--- src/rtl/reset_sequencer_pkg.sv ---
// Shared definitions for the reset sequencer: state encoding, default
// timing parameters and small helpers used by the sequencer logic.
package reset_sequencer_pkg;

    localparam int NUM_STAGES          = 3;
    localparam int DEFAULT_HOLD_CYCLES = 10;
    localparam int DEFAULT_ACK_TIMEOUT = 255;
    localparam int CNT_W               = 8;

    typedef enum logic [2:0] {
        HOLD  = 3'd0,
        REL0  = 3'd1,
        REL1  = 3'd2,
        REL2  = 3'd3,
        RUN   = 3'd4,
        FAULT = 3'd5
    } seq_state_t;

    function automatic logic [CNT_W-1:0] sat_inc(input logic [CNT_W-1:0] value);
        logic [CNT_W-1:0] result;
        result = (value == '1) ? value : value + 1'b1;
        return result;
    endfunction

    // Active-low stage reset pattern that belongs to each state.
    function automatic logic [NUM_STAGES-1:0] stage_mask(input seq_state_t s);
        logic [NUM_STAGES-1:0] mask;
        mask = 3'b000;
        case (s)
            REL0:      mask = 3'b001;
            REL1:      mask = 3'b011;
            REL2, RUN: mask = 3'b111;
            default:   mask = 3'b000;
        endcase
        return mask;
    endfunction

endpackage

--- src/rtl/reset_sequencer_reset_sync.sv ---
// Reset synchroniser: asserts asynchronously, deasserts on the second
// clock edge after the external reset is released.
module reset_sync (
    input  logic CLK,
    input  logic Reset_L,
    output logic rst_n_sync
);

    logic meta;

    always_ff @(posedge CLK or negedge Reset_L) begin
        if (!Reset_L) begin
            meta       <= 1'b0;
            rst_n_sync <= 1'b0;
        end else begin
            meta       <= 1'b1;
            rst_n_sync <= meta;
        end
    end

endmodule

--- src/rtl/reset_sequencer.sv ---
// Power-on reset sequencer: holds all stages in reset, then releases them
// one at a time, waiting for each stage's init acknowledge before moving on.
module reset_sequencer
    import reset_sequencer_pkg::*;
#(
    parameter int HOLD_CYCLES = DEFAULT_HOLD_CYCLES,
    parameter int ACK_TIMEOUT = DEFAULT_ACK_TIMEOUT
) (
    input  logic                  CLK,
    input  logic                  Reset_L,
    input  logic                  SwReset_Req,
    input  logic [NUM_STAGES-1:0] Init_Done,
    output logic [NUM_STAGES-1:0] Stage_Rst_L,
    output logic                  Sys_Ready,
    output logic                  Fault,
    output logic [2:0]            Seq_State
);

    // Both limits name the counter value seen on the last cycle, so HOLD lasts
    // exactly HOLD_CYCLES cycles and a stage gets exactly ACK_TIMEOUT cycles.
    localparam logic [CNT_W-1:0] HOLD_LAST = CNT_W'(HOLD_CYCLES - 1);
    localparam logic [CNT_W-1:0] WAIT_LAST = CNT_W'(ACK_TIMEOUT - 1);

    logic                  rst_n;
    seq_state_t            state;
    seq_state_t            next_state;
    seq_state_t            advance_state;
    logic [CNT_W-1:0]      hold_cnt;
    logic [CNT_W-1:0]      hold_cnt_next;
    logic [CNT_W-1:0]      wait_cnt;
    logic [CNT_W-1:0]      wait_cnt_next;
    logic                  waiting;
    logic                  ack;

    reset_sync u_reset_sync (
        .CLK        (CLK),
        .Reset_L    (Reset_L),
        .rst_n_sync (rst_n)
    );

    always_comb begin
        next_state    = state;
        advance_state = HOLD;
        hold_cnt_next = '0;
        wait_cnt_next = '0;
        waiting       = 1'b0;
        ack           = 1'b0;

        case (state)
            HOLD: begin
                if (hold_cnt >= HOLD_LAST) next_state = REL0;
                else                       hold_cnt_next = sat_inc(hold_cnt);
            end
            REL0: begin
                waiting       = 1'b1;
                ack           = Init_Done[0];
                advance_state = REL1;
            end
            REL1: begin
                waiting       = 1'b1;
                ack           = Init_Done[1];
                advance_state = REL2;
            end
            REL2: begin
                waiting       = 1'b1;
                ack           = Init_Done[2];
                advance_state = RUN;
            end
            RUN, FAULT: next_state = state;
            default:    next_state = HOLD;
        endcase

        // An acknowledge on the final timeout cycle still counts as success.
        if (waiting) begin
            if (ack)                        next_state = advance_state;
            else if (wait_cnt >= WAIT_LAST) next_state = FAULT;
            else                            wait_cnt_next = sat_inc(wait_cnt);
        end

        if (SwReset_Req) begin
            next_state    = HOLD;
            hold_cnt_next = '0;
            wait_cnt_next = '0;
        end
    end

    // Outputs come from next_state so they flip on the same edge as the state.
    always_ff @(posedge CLK or negedge rst_n) begin
        if (!rst_n) begin
            state       <= HOLD;
            hold_cnt    <= '0;
            wait_cnt    <= '0;
            Stage_Rst_L <= '0;
            Sys_Ready   <= 1'b0;
            Fault       <= 1'b0;
        end else begin
            state       <= next_state;
            hold_cnt    <= hold_cnt_next;
            wait_cnt    <= wait_cnt_next;
            Stage_Rst_L <= stage_mask(next_state);
            Sys_Ready   <= (next_state == RUN);
            Fault       <= (next_state == FAULT);
        end
    end

    assign Seq_State = state;

endmodule

--- config.mk ---
export PLATFORM = sky130hd
export DESIGN_NAME = reset_sequencer
export DESIGN_NICKNAME = d
export VERILOG_FILES = /design/src/rtl/reset_sequencer_pkg.sv /design/src/rtl/reset_sequencer_reset_sync.sv /design/src/rtl/reset_sequencer.sv
export SDC_FILE = /design/constraint.sdc
export NUM_CORES = 1
export LEC_CHECK = 0
export BUFFER_PORTS_ARGS = -buffer_cell sky130_fd_sc_hd__buf_2
export CAP_MARGIN = 20
export CORE_ASPECT_RATIO = 0.8
export CORE_MARGIN = 2
export CORE_UTILIZATION = 35
export DETAILED_ROUTE_END_ITERATION = 16
export SKIP_CTS_REPAIR_TIMING = 1
export SYNTH_ARGS = -nofsm -noshare
export SYNTH_HDL_FRONTEND = slang
export SYNTH_SLANG_ARGS = --single-unit
--- constraint.sdc ---
create_clock -name CLK -period 1.69 [get_ports CLK]
set_input_delay 0.2535 -clock CLK [delete_from_list [all_inputs] [get_ports CLK]]
set_output_delay 0.2535 -clock CLK [all_outputs]
set_load 0.02 [all_outputs]
==> results summary <==
Cells with a size suffix above 1 make up 34.2% of the layout. Using the TritonRoute via totals, the vias-per-cell ratio works out to 4.86. The data arrival time of the worst path is 2030 ps. 14 I/O pins were placed. The min-delay analysis places its worst path in the category reg -> async. The achievable clock frequency is 541 MHz. The setup skew after layout came out at 4.37 ps. The die covers 3970 sq um. The clock net sink count came out at 26. The clock latency of the later-clocked register in the worst-skew pair came out at 270 ps. Clock tree synthesis selected as its root buffer the cell clkbuf_8.

The number of vias in the routed layout came out at 928. The number of pins with negative max-slew slack in the final report came to 0. The combined global-route utilization of all metal layers came out at 13.4%.

Global routing consumed, on the met3 layer, 4.49% of the routing resources. By area, the combinational part of the netlist is dominated by simple AND/OR/NAND/NOR gates. The post-detailed-placement half-perimeter wirelength is 1820 um. Dividing the detail-routed wire length by the instance count gives 12.7 um.

The count of flip-flops with a built-in enable after synthesis came out at 0. The setup path with the least slack is of type reg -> reg. The final count of hold timing violations is 0. The count of input and output buffers is 13. The initial antenna violation count came out at 0. After clock tree synthesis, the clock-pin slew on the worst setup and hold paths is 90 ps. The flow ran to the end, but the final reports show violations. The clock passes through at most 2 buffers. Of the total synthesized cell area, the portion taken by AND, OR, NAND and NOR gates is 19.2%.

Along the worst path, the maximum fanout reaches 6. The async set-reset flop share out of synthesis came out at 100%. The floorplan has 19 rows. The synthesized netlist cell count is 113.

The largest net degree at the start of global routing came out at 25. For this run, the number of Yosys warnings is 0. The core box area is 3380 sq um. The library cell used most frequently in the layout, excluding fill and tap cells, is dfrtp_1. The final design utilization is 47.2%.

Power spread over the standard cell area amounts to 795 nW/um^2. The height of the die came out at 56.8 um. The worst setup path is launched from a flop. The met1 capacity usage during global routing is 17.6%. The synthesized area came out at 1220 sq um. Summed over all cells, the static leakage comes to 0.763 nW. The post-route worst setup slack is -159 ps. The first-pass GRT wire length came out at 4120 um. The total iterations of the first detailed-routing run is 4. The share of cell area taken by muxes after synthesis came out at 0.822%.

After synthesis, the netlist uses 40 different library cells. The checks that failed: setup timing. Setup violations remaining at the end of the flow were counted as 10. The time the final worst path needs with I/O delays and setup is 1850 ps. The final net count came out at 161. The synthesized netlist devotes 5.14% of its cell area to adder and majority cells. The worst reg-to-reg path cell count came out at 6.

The xor-xnor portion of the synthesized cell area is 2.88%. The count of inserted antenna diode cells is 0. The initial core utilization came out at 36.1%. The number of flip-flops and latches in the synthesized netlist is 26. Prior to clock tree synthesis, the placed netlist has a worst setup slack of -167 ps. The worst setup path is captured at a flop. The area overhead of the layout relative to synthesis came out at 30.9%. The synthesized area per cell is 10.8 sq um. The layer flagged by global routing as most heavily used is met2. The maximum resistive drop on vdd came out at 446 uV. The final RePlAce weighted congestion came out at 0.751. The setup TNS came out at -796 ps. The number of violations of the max-capacitance limit is 0. The final layout contains routed wiring with a total length of 2430 um. The critical path data required time is 1870 ps. The remaining design rule violation count came out at 0.

In the global route stage, met2 resource usage came out at 21.4%. The count of nets left with antenna violations once routing finished came out at 0. The clock buffer count from CTS is 3. The most used flip-flop cell after synthesis is dfrtp_1. The share of synthesized area occupied by flip-flops and latches is 53.4%. The share of the synthesized area in compound gates (AO/OA/AOI/OAI) came out at 13.9%. The share of the cycle needed by the critical path after routing is 109%. The via count of the first global-routing pass came out at 903. CTS built an H-tree with a depth of 1. The residual overflow from global routing is 0. The die width is 69.9 um. The first-iteration detailed-routing DRC count is 34. TritonCTS built the clock tree. Setup repair after global routing could not meet its margin everywhere.

The top cell types in the final layout, fill and taps aside, are 26 x dfrtp_1, 17 x buf_4, 13 x buf_2.
cells in the mapped netlist, drive strengths merged (3+ instances only):
| cell | n | area share, % |
|---|---|---|
| and3 | 3 | 1.5 |
| nand2 | 6 | 1.8 |
| a31oi | 5 | 2.6 |
| nor2 | 11 | 3.4 |
| nor3 | 3 | 1.2 |
| dfrtp | 26 | 53 |
| ha | 5 | 5.1 |
| inv | 9 | 2.8 |
| a21oi | 3 | 1.2 |
| o21ai | 3 | 1.2 |
| nand3 | 4 | 1.6 |
logic make-up (layout without fill, tap and decap cells):
family / Yosys count / in the layout
muxes: 1 / 1
AOI/OAI and AO/OA: 21 / 21
DFF: 26 / 26
adders and majority gates: 5 / 5
xor gates and xnor gates: 4 / 4
buffers and inverters: 11 / 44
and+or+nand+nor: 43 / 43
other: 2 / 5
critical path, cell delays in order (launching register included):
cell and delay [ps]:
dfrtp_1 410, ha_1 200, or3b_4 380, a2111oi_4 340, a311oi_2 80, and2_4 180, o211ai_1 170
area by class of cell:
class / instances / area [sq um]
Sequential cell: 26 / 651
Fill cell: 341 / 1780
Tap cell: 42 / 52.6
Inverter: 9 / 33.8
Multi-Input combinational cell: 79 / 599
Timing Repair Buffer: 31 / 203
Clock buffer: 4 / 55.1
per-stage QoR:
| stage | instances | cell area, sq um | hold slack [ps] | total power [W] |
|---|---|---|---|---|
| final | 191 | 1590 | 221 | 0.00127 |
| after global routing | 191 | 1590 | 264 | 0.00134 |
| after CTS | 189 | 1510 | -254 | 0.00126 |
| after detailed placement | 185 | 1450 | 39.2 | 0.000860 |
| after global placement | 185 | 1450 | 37.8 | 0.000853 |
| after floorplan | 116 | 1230 | -42.1 | 0.000792 |
path summary, 6_finish.rpt:
check	slack, ps	to	start
max	-160	Stage_Rst_L[0]	hold_cnt[0]
min	220	wait_cnt[4]	u_reset_sync.rst_n_sync
max reg2reg	-160	Stage_Rst_L[0]	hold_cnt[0]
min reg2reg	220	wait_cnt[4]	u_reset_sync.rst_n_sync
max in group asynchronous	1230	wait_cnt[6]	u_reset_sync.rst_n_sync
min in group CLK	350	hold_cnt[1]	SwReset_Req
state kept, by name, indices dropped and copies added (netlist names):
| signal | cells |
|---|---|
| Fault | 1 |
| u_reset_sync.rst_n_sync | 1 |
| Sys_Ready | 1 |
| u_reset_sync.meta | 1 |
| Stage_Rst_L | 3 |
| Seq_State | 3 |
| wait_cnt | 8 |
| hold_cnt | 8 |
power by group:
part	total (W)	internal [W]	switching, W	leakage (nW)
Clock	0.000393	0.000208	0.000185	0.0288
Sequential	0.000669	0.000649	0.0000206	0.344
Combinational	0.000204	0.0000915	0.000113	0.389
routing by layer:
layer,vias up,share of wire (%),routed length [um]
met5,-,0,0
met4,0,0.58,14
met3,2,3.6,88
met2,9,50,1230
met1,452,45,1100
li1,465,-,-
Note: power is estimated with default switching activity, not from simulation.
